<file path="src/rtl/debug_link_pkg.sv">
// Shared constants and types for the host debug link front-end.
// Command/reply byte values, link owner and arbiter state encodings.
package debug_link_pkg;

  localparam logic [7:0] CMD_LOAD_IMEM = 8'h1C;
  localparam logic [7:0] CMD_LOAD_DMEM = 8'h1D;
  localparam logic [7:0] CMD_EXEC      = 8'hE0;
  localparam logic [7:0] REPLY_ACK     = 8'hAC;
  localparam logic [7:0] REPLY_NAK     = 8'hEE;

  typedef enum logic [1:0] {
    OWN_NONE,
    OWN_LDR,
    OWN_EXE
  } owner_e;

  typedef enum logic [2:0] {
    S_IDLE,
    S_REPLY,
    S_WAIT_TX,
    S_GRANT_LDR,
    S_GRANT_EXE,
    S_RELEASE
  } state_e;

  // Which client a command byte hands the link to; OWN_NONE means unknown command.
  function automatic owner_e cmd_owner(input logic [7:0] cmd);
    owner_e own;
    case (cmd)
      CMD_LOAD_IMEM,
      CMD_LOAD_DMEM: own = OWN_LDR;
      CMD_EXEC:      own = OWN_EXE;
      default:       own = OWN_NONE;
    endcase
    return own;
  endfunction

  function automatic logic [7:0] cmd_reply(input logic [7:0] cmd);
    return (cmd_owner(cmd) == OWN_NONE) ? REPLY_NAK : REPLY_ACK;
  endfunction

endpackage

</file>
<file path="src/rtl/host_command_arbiter.sv">
// Decodes one host command byte, replies ACK/NAK, then hands the UART link to the loader
// or execution controller until its done pulse; RX gating and TX muxing follow the state.
module host_command_arbiter
  import debug_link_pkg::*;
(
  input  logic       clk_i,
  input  logic       rst_ni,
  input  logic [7:0] rx_data_i,
  input  logic       rx_ready_i,
  output logic [7:0] tx_data_o,
  output logic       tx_start_o,
  input  logic       tx_done_i,
  output logic       ldr_grant_o,
  output logic       ldr_target_o,
  output logic       ldr_rx_ready_o,
  input  logic [7:0] ldr_tx_data_i,
  input  logic       ldr_tx_start_i,
  input  logic       ldr_done_i,
  output logic       exe_grant_o,
  output logic       exe_rx_ready_o,
  input  logic [7:0] exe_tx_data_i,
  input  logic       exe_tx_start_i,
  input  logic       exe_done_i,
  output logic       busy_o
);

  state_e     state_q, state_d;
  logic [7:0] cmd_q;
  logic       target_q;
  owner_e     owner;

  always_ff @(posedge clk_i or negedge rst_ni) begin
    if (!rst_ni) begin
      state_q  <= S_IDLE;
      cmd_q    <= 8'h00;
      target_q <= 1'b0;
    end else begin
      state_q <= state_d;
      if (state_q == S_IDLE && rx_ready_i) begin
        cmd_q <= rx_data_i;
      end
      // Target is captured once on grant entry so it stays stable for the whole grant.
      if (state_q == S_WAIT_TX && tx_done_i && cmd_owner(cmd_q) == OWN_LDR) begin
        target_q <= (cmd_q == CMD_LOAD_DMEM);
      end
    end
  end

  always_comb begin
    state_d = state_q;
    owner   = OWN_NONE;
    case (state_q)
      S_IDLE: begin
        if (rx_ready_i) state_d = S_REPLY;
      end
      S_REPLY: begin
        state_d = S_WAIT_TX;
      end
      S_WAIT_TX: begin
        if (tx_done_i) begin
          case (cmd_owner(cmd_q))
            OWN_LDR: state_d = S_GRANT_LDR;
            OWN_EXE: state_d = S_GRANT_EXE;
            default: state_d = S_IDLE;
          endcase
        end
      end
      S_GRANT_LDR: begin
        owner = OWN_LDR;
        if (ldr_done_i) state_d = S_RELEASE;
      end
      S_GRANT_EXE: begin
        owner = OWN_EXE;
        if (exe_done_i) state_d = S_RELEASE;
      end
      S_RELEASE: begin
        state_d = S_IDLE;
      end
      default: begin
        state_d = S_IDLE;
      end
    endcase
  end

  // Output mux: reply byte while answering the host, owner's TX path while granted.
  always_comb begin
    tx_data_o      = 8'h00;
    tx_start_o     = 1'b0;
    ldr_rx_ready_o = 1'b0;
    exe_rx_ready_o = 1'b0;
    case (owner)
      OWN_LDR: begin
        tx_data_o      = ldr_tx_data_i;
        tx_start_o     = ldr_tx_start_i;
        ldr_rx_ready_o = rx_ready_i;
      end
      OWN_EXE: begin
        tx_data_o      = exe_tx_data_i;
        tx_start_o     = exe_tx_start_i;
        exe_rx_ready_o = rx_ready_i;
      end
      default: begin
        if (state_q == S_REPLY || state_q == S_WAIT_TX) begin
          tx_data_o = cmd_reply(cmd_q);
        end
        tx_start_o = (state_q == S_REPLY);
      end
    endcase
  end

  assign ldr_grant_o  = (owner == OWN_LDR);
  assign exe_grant_o  = (owner == OWN_EXE);
  assign ldr_target_o = target_q;
  assign busy_o       = (state_q != S_IDLE);

endmodule

</file>
<file path="config.mk">
export PLATFORM = sky130hd
export DESIGN_NAME = host_command_arbiter
export DESIGN_NICKNAME = d
export VERILOG_FILES = /design/src/rtl/debug_link_pkg.sv /design/src/rtl/host_command_arbiter.sv
export SDC_FILE = /design/constraint.sdc
export NUM_CORES = 1
export LEC_CHECK = 0
export ABC_AREA = 1
export CAP_MARGIN = 40
export CELL_PAD_IN_SITES_DETAIL_PLACEMENT = 2
export CELL_PAD_IN_SITES_GLOBAL_PLACEMENT = 2
export CORE_AREA = 2 2 58 82
export CTS_BUF_LIST = sky130_fd_sc_hd__clkbuf_4
export DETAILED_ROUTE_END_ITERATION = 12
export DIE_AREA = 0 0 60 84
export MAX_ROUTING_LAYER = met4
export PLACE_DENSITY_LB_ADDON = 0.1
export SETUP_SLACK_MARGIN = 0.3
export SLEW_MARGIN = 25
export SYNTH_ARGS = -nofsm -noshare
export SYNTH_HDL_FRONTEND = slang
export SYNTH_SLANG_ARGS = --single-unit
</file>
<file path="constraint.sdc">
create_clock -name clk_i -period 2 [get_ports clk_i]
set_input_delay 0.4 -clock clk_i [delete_from_list [all_inputs] [get_ports clk_i]]
set_output_delay 0.4 -clock clk_i [all_outputs]
set_load 0.01 [all_outputs]
</file>
# ---- Word-level counts from Yosys, hierarchy flattened
# Index checks and enable logic that the tools add are counted.
dict set report classes {
  n_eq_ne 16
  n_mux 18
  n_reduce_logical 10
}
# cell count
set ops {}
lappend ops {{$eq A8 B5 Y1 const B} 2}
lappend ops {{$pmux W8 S2} 1}
lappend ops {{$pmux W3 S5} 1}
lappend ops {{$mux W3} 4}
lappend ops {{$eq A8 B8 Y1 const B} 1}
lappend ops {{$mux W2} 4}
lappend ops {{$mux W8} 1}
lappend ops {{$ne A2 B2 Y1 const B} 4}
lappend ops {{$pmux W2 S2} 2}
lappend ops {{$mux W7} 1}
lappend ops {{$eq A2 B1 Y1 const B} 3}
lappend ops {{$eq A3 B2 Y1 const B} 2}
lappend ops {{$pmux W3 S2} 1}
lappend ops {{$eq A2 B2 Y1 const B} 2}
lappend ops {{$reduce_and A4 Y1} 1}
lappend ops {{$reduce_or A2 Y1} 2}
lappend ops {{$eq A3 B1 Y1 const B} 1}
lappend ops {{$eq A3 B3 Y1 const B} 1}
lappend ops {{$logic_and A1 B1 Y1} 3}
lappend ops {{$logic_not A3 Y1} 1}
lappend ops {{$reduce_bool A3 Y1} 1}
lappend ops {{$logic_not A2 Y1} 1}
lappend ops {{$mux W1} 2}
lappend ops {{$pmux W1 S2} 1}
lappend ops {{$logic_or A1 B1 Y1} 1}
dict set report word_totals {
  regBits 12
  inputBits 32
  output_inout_bits 15
  wordCells 47
}

# ---- Longest topological paths before layout
# Gate-level depths: netlist (run 1).
dict set report depth {
  ltp_word 9
  depth_mapped 8
  depth_no_buf 8
}

# ---- Worst setup path after synthesis (run 1)
# Ideal clock, no wire load.
dict set report synth_timing {
  path_kind {register to output}
  from {reg state_q[0]}
  to {out tx_data_o[1]}
  arrival_ps 1063
  t_required_ps 1600
  setup_slack_ps 537
  path_stages_with_launch 7
  n_path_buf 1
  path_cell_list {dfrtp_1 > nor3_2 > buf_6 > nand2_2 > nand2_1 > inv_1 > nand2_1}
}
dict set report synth_between {
  elab_chain_cells 4
  elab_cells_between_ends 10
  classes_between {eq/ne (6); mux (3); reduce/logical (1)}
}
# item line_no
set synth_lines {}
lappend synth_lines {{start: declaration} host_command_arbiter.sv:27} ;# state_e state_q, state_d;
lappend synth_lines {{start signal: assignment} host_command_arbiter.sv:38} ;# state_q <= state_d;
lappend synth_lines {{$eq A3 B3 Y1 / $eq A3 B2 Y1 (equally long branches)} host_command_arbiter.sv:52} ;# case (state_q)
lappend synth_lines {{$pmux W2 S2 *} host_command_arbiter.sv:52}
lappend synth_lines {{$eq A2 B2 Y1 *} --}
lappend synth_lines {{net exe_grant_o} host_command_arbiter.sv:19} ;# output logic exe_grant_o,
lappend synth_lines {{$pmux W8 S2 *} host_command_arbiter.sv:91} ;# case (owner)
lappend synth_lines {{end: declaration} host_command_arbiter.sv:10} ;# output logic [7:0] tx_data_o,
# Mark *: on every way through the listed nets, which the timed path passes. The rest lies on a longest branch.

# ---- Worst setup path after layout (run 1)
dict set report layout_timing {
  from {reg state_q[2]}
  to {out tx_data_o[5]}
}
dict set report layout_between {
  elab_chain_cells 4
  elab_cells_between_ends 10
  classes_between {eq/ne (6); mux (3); reduce/logical (1)}
}
# item line_no
set layout_lines {}
lappend layout_lines {{$eq A3 B3 Y1, or another cell as far along} host_command_arbiter.sv:52}
lappend layout_lines {{$pmux W2 S2 / $logic_or A1 B1 Y1 (equally long branches)} {host_command_arbiter.sv:52, host_command_arbiter.sv:103}}
lappend layout_lines {{$eq A2 B2 Y1, or another cell as far along} host_command_arbiter.sv:91}
lappend layout_lines {{$pmux W8 S2 *} host_command_arbiter.sv:91}
# Mark *: on every way between the ends. The rest lies on a longest branch, timed or not.

==> metrics.txt, run 1 <==
grt ovf 0; fin crit share 99.4%; Antenna Cells 0; status finished clean; crit path kind reg -> out; share of layout cells above drive strength 1 35.0%; initial DRC count 20; Least-Margin Pin Slew 0.563 ns; Ys Warns 0; maximum clock frequency 503 MHz; Synth Net Count 169; CP Cell Sequence buf_12, nor2_4, buf_12, buf_8, buf_4, nand2_4, nand3_2, buf_6; CTS sink count 12; vias per cell 4.35; io pins 47; Mapped Area 867 um2; core area 4390 um2; Hold Buf Count CTS 0; Total GRT Usage 16.9%; Worst setup EP type output pin; Worst Hold Class in -> async; min cycle time layout 1.99 ns; Chip Height 84 um; clk root buf clkbuf_4; gr busiest metal met2; DP Worst Slack -0.120 ns; DRC 0; IO Port Bufs 46; CP max FO 4; Routed WL per cell 14.2 um; CTS tree done; syn avg cell area 6.33 um2; Final Setup Violations 0; Synth cell types 18; Pins Over Slew Limit 0; largest net degree at the start of global routing 17; Synth area leaders dfrtp_1, nand2_1, nor2_1, inv_1, nand3_1; register area 304 um2; Largest delay share family, worst path buffers and inverters; first-pass GRT wire length 6.41 mm; synth-to-layout area growth 105%; CP max-delay cell dfrtp_2; area occupied by multi-input gates 549 um2; VDD IR max 0.416 mV; Lkg Pwr 0.913 nW; met3 Resource Use GR 1.71%; Worst path most repeated cell buf_12; fin nets 250; Seq/Total Area, Yosys 34.6%; Detail Placement HPWL 2.81 mm; Max-cap violations 0; overall power 0.00208 W; Relative slew margins 62.3%; CTS buffer count 3; Worst-path clk slew 0.08 ns; Crit. path cell count 8; Pwr Density 1170 nW/um2; Global Route met1 Usage 15.7%; Initial Util 19.7%; ANT nets after route 0; Filler Cell Count 526; fin worst setup slack 0.0115 ns; depth of the CTS H-tree 1; FF-to-FF End cmd_q[2]$_DFFE_PN0P_; Worst R2R Start state_q[0]$_DFFE_PN0P_; die width 60 um; initial antenna violation count 0; via count 1215; die area 5040 um2; reg2reg path depth 8; met2 Usage GRT 33.3%; crit path buf inv count 5; vias in the first global route 1367; gp weighted congestion 0.755; CP startpoint kind flop; CP arrival 1.59 ns; Worst Path Required 1.60 ns; share of the synthesized area in the top cell type 34.6%; number of synthesized register bits 12; Rows 29; Post-Synthesis Cells 137; slowest stage delay, CP 0.45 ns; dominant cell type by area after synthesis dfrtp_1; unrepaired setup endpoints after global routing yes; Core Util, Final 40.6%; WL final 3.98 mm; Pre-Repair DR Iteration Count 2; setup slack on the worst flop-to-flop path 0.46 ns; clock latency on the worst-skew pair 0.28 ns; Worst Skew 0.00724 ns; CTS Buffer Depth 2; most frequent cells in the layout nand2_1, clkdlybuf4s50_1, buf_4; endpoints failing hold 0; commonest non-fill, non-tap cell in the layout nand2_1
[metal layers]
metal | wire length (um) | part of all wire (%) | vias up
met5 | 0 | 0 | -
met4 | 54 | 1.4 | 0
met3 | 155 | 3.9 | 5
met2 | 2430 | 61 | 34
met1 | 1340 | 34 | 595
li1 | - | - | 581
[state kept, by name (all words and copies together), names as in the netlist]
signal        flops
cmd_q             8
state_q           3
ldr_target_o      1
[kinds of logic after synthesis]
family / count (synthesis) / share of synthesized area (%)
buffers and inverters: 22 / 11.7
DFF: 12 / 34.6
and+or+nand+nor: 92 / 46.5
AOI/OAI and AO/OA: 11 / 7.22
[final cells by class]
cell class                 count  share of cell area [%]
clock buffer                   3                    1.26
clock inverter                 1                   0.211
inverter                      19                    4.00
multi-input combinational    103                    30.8
sequential                    12                    17.1
tap                           62                    4.35
timing repair buffer          79                    42.3
[what timing repair did]
action,CTS,global route
gates resized for setup,66,31
setup endpoints to repair,14,14
setup buffers,14,6
pin swaps,7,7
hold endpoints to repair,0,0
[through the flow]
| step | instances | instance area [um2] | TNS [ns] | hold slack [ns] |
|---|---|---|---|---|
| 3_5_place_dp | 255 | 1470 | -0.391 | 0.469 |
| 3_3_place_gp | 255 | 1470 | -0.152 | 0.466 |
| 5_1_grt | 279 | 1780 | -0.352 | 0.521 |
| 6_report | 279 | 1780 | 0 | 0.478 |
| 2_1_floorplan | 137 | 867 | 0 | 0.104 |
| 4_1_cts | 273 | 1610 | 0 | 0.488 |
[how the worst max path moves through the flow]
stage	startpoint	end	slack, ns
after global placement	rx_ready_i	exe_rx_ready_o	-0.07
after CTS	state_q[2]$_DFFE_PN0P_	tx_data_o[1]	0.04
after floorplan	state_q[0]$_DFFE_PN0P_	tx_data_o[1]	0.54
final	state_q[2]$_DFFE_PN0P_	tx_data_o[5]	0.01
after global routing	state_q[2]$_DFFE_PN0P_	tx_data_o[6]	-0.09
after detailed placement	rx_ready_i	ldr_rx_ready_o	-0.12
[cells in the mapped netlist]
master and number:
dfrtp_1 12, nor2_4 2, nand3_2 1, inv_2 2, buf_4 1, nand4_1 1, inv_1 17, nand2_1 49
nor4_1 1, a22o_1 2, a21oi_1 8, nand3_1 12, o21ai_0 1, buf_6 2, nor3_2 1, nor2_1 20
nand2_2 3, nor3_1 2
[power breakdown]
part	internal, W	switching [W]
logic	0.000749	0.000731
registers	0.000347	0.0000956
clock network	0.0000723	0.0000854
Note: power is estimated with default switching activity, not from simulation.
==> run 2, diff against run 1 <==
Settings changed: CORE_AREA 2 2 58 82 to 5 5 61 85, DIE_AREA 0 0 60 84 to 0 0 66 90.
==> run 2 against run 1 <==
Net effect:
- core utilization is 1.3 points lower
- via count is 1.7% lower
- first-iteration DRC count is 85% lower
- setup slack better by 0.052 ns
- cell count is 1.4% lower
- global-route usage is 3.1 points lower
==> metrics.txt, run 2 (same netlist as run 1, synthesis figures left out) <==
unrepaired setup endpoints after global routing yes; DRC 0; Detail Placement HPWL 2.87 mm; Worst-path clk slew 0.08 ns; Lkg Pwr 0.876 nW; Worst setup EP type output pin; Routed WL per cell 14.5 um; depth of the CTS H-tree 1; Hold Crit Depth 2; status finished clean; endpoints failing hold 0; Pre-Repair DR Iteration Count 2; Largest Register cmd_q; CP max-delay cell dfrtp_2; Worst Path Required 1.60 ns; CP max FO 4; Pwr Density 1160 nW/um2; most frequent cells in the layout nand2_1, clkdlybuf4s50_1, buf_4; worst hold start ldr_target_o$_DFFE_PN0P_; core area 4390 um2; die area 5940 um2; CTS Buffer Depth 2; gp weighted congestion 0.752; Rows 29; Worst R2R Start state_q[1]$_DFFE_PN0P_; CTS buffer count 3; Worst path most repeated cell nand2_2; VDD IR max 0.389 mV; Antenna Cells 0; Max-cap violations 0; initial DRC count 3; min cycle time layout 1.94 ns; die width 66 um; maximum clock frequency 516 MHz; Hold Buf Count CTS 0; share of layout cells above drive strength 1 35.2%; Least-Margin Pin Slew 0.577 ns; vias in the first global route 1389; Chip Height 90 um; fin crit share 96.8%; hold endpoint ldr_target_o$_DFFE_PN0P_; ANT nets after route 0; io pins 47; Relative slew margins 61.4%; vias per cell 4.34; commonest non-fill, non-tap cell in the layout nand2_1; CP arrival 1.54 ns; reg2reg path depth 9; WL final 3.97 mm; CTS sink count 12; FF-to-FF End state_q[1]$_DFFE_PN0P_; fin nets 247; Post-Route Setup TNS 0 ns; initial antenna violation count 0; IO Port Bufs 46; overall power 0.00201 W; Worst Skew 0.000787 ns; crit path kind reg -> out; clk root buf clkbuf_4; first-pass GRT wire length 6.40 mm; Filler Cell Count 520; via count 1194; Final Setup Violations 0; Pins Over Slew Limit 0; CP startpoint kind flop; Total GRT Usage 13.8%; synth-to-layout area growth 99.1%; clock latency on the worst-skew pair 0.27 ns; slowest stage delay, CP 0.46 ns; grt ovf 0; max reg flops 8; Worst Hold Class reg -> reg; largest net degree at the start of global routing 17; CTS tree done; CP Cell Sequence buf_4, nor2_4, nand2_2, nand2_2, nand4_1, nand2_1, buf_2; setup slack on the worst flop-to-flop path 0.37 ns; Initial Util 19.7%
[run 2: area by class of cell]
type	count	area (um2)	share of cell area [%]
Sequential cell	12	304	17.6
Timing Repair Buffer	75	688	39.9
Clock buffer	3	22.5	1.30
Multi-Input combinational cell	104	556	32.2
Tap cell	62	77.6	4.49
Inverter	19	78.8	4.57
[run 2: worst max path at each step]
stage / start / to / slack [ns] / cells past startpoint
after global placement: rx_ready_i / exe_rx_ready_o / -0.07 / 4
after floorplan: state_q[0]$_DFFE_PN0P_ / tx_data_o[1] / 0.54 / 6
after global routing: state_q[1]$_DFFE_PN0P_ / tx_data_o[1] / -0.06 / 8
after CTS: state_q[2]$_DFFE_PN0P_ / tx_data_o[6] / 0.09 / 7
final: state_q[2]$_DFFE_PN0P_ / tx_data_o[6] / 0.06 / 7
after detailed placement: rx_ready_i / exe_rx_ready_o / -0.15 / 4
[run 2: where the power goes]
group / switching (W) / internal [W]
clock: 0.0000822 / 0.0000697
sequential: 0.0000865 / 0.000347
combinational: 0.000746 / 0.000679
total: 0.000914 / 0.00110
[run 2: stage by stage]
stage	setup WS [ns]	area, um2	util, %	hold WS, ns	instances
global route	-0.0580	1730	39.3	0.525	275
CTS	0.0876	1590	36.2	0.494	268
detailed placement	-0.152	1450	33.0	0.474	252
finish	0.0634	1730	39.3	0.484	275
global placement	-0.0743	1450	33.0	0.466	252
floorplan	0.537	867	-	0.104	137
[run 2: critical path, delay by kind of cell, from the launching register on]
| kind | cells | cell delay [ns] |
|---|---|---|
| and+or+nand+nor | 5 | 0.52 |
| buffers and inverters | 2 | 0.29 |
| DFF | 1 | 0.46 |
[run 2: timing repair]
item	4_1_cts	5_1_grt
pin swaps	8	8
gates resized for setup	80	20
setup endpoints to repair	14	14
cloned	1	0
buffers inserted	12	7
[run 2: routing by layer]
layer  vias to the layer above  routed length, um  track usage (%)  share of wire (%)
li1                        580                  -                -                  -
met1                       574               1330             12.1                 33
met2                        35               2420             28.2                 61
met3                         5                172             1.87                4.3
met4                         0                 55             4.58                1.4
met5                         -                  0                -                  0
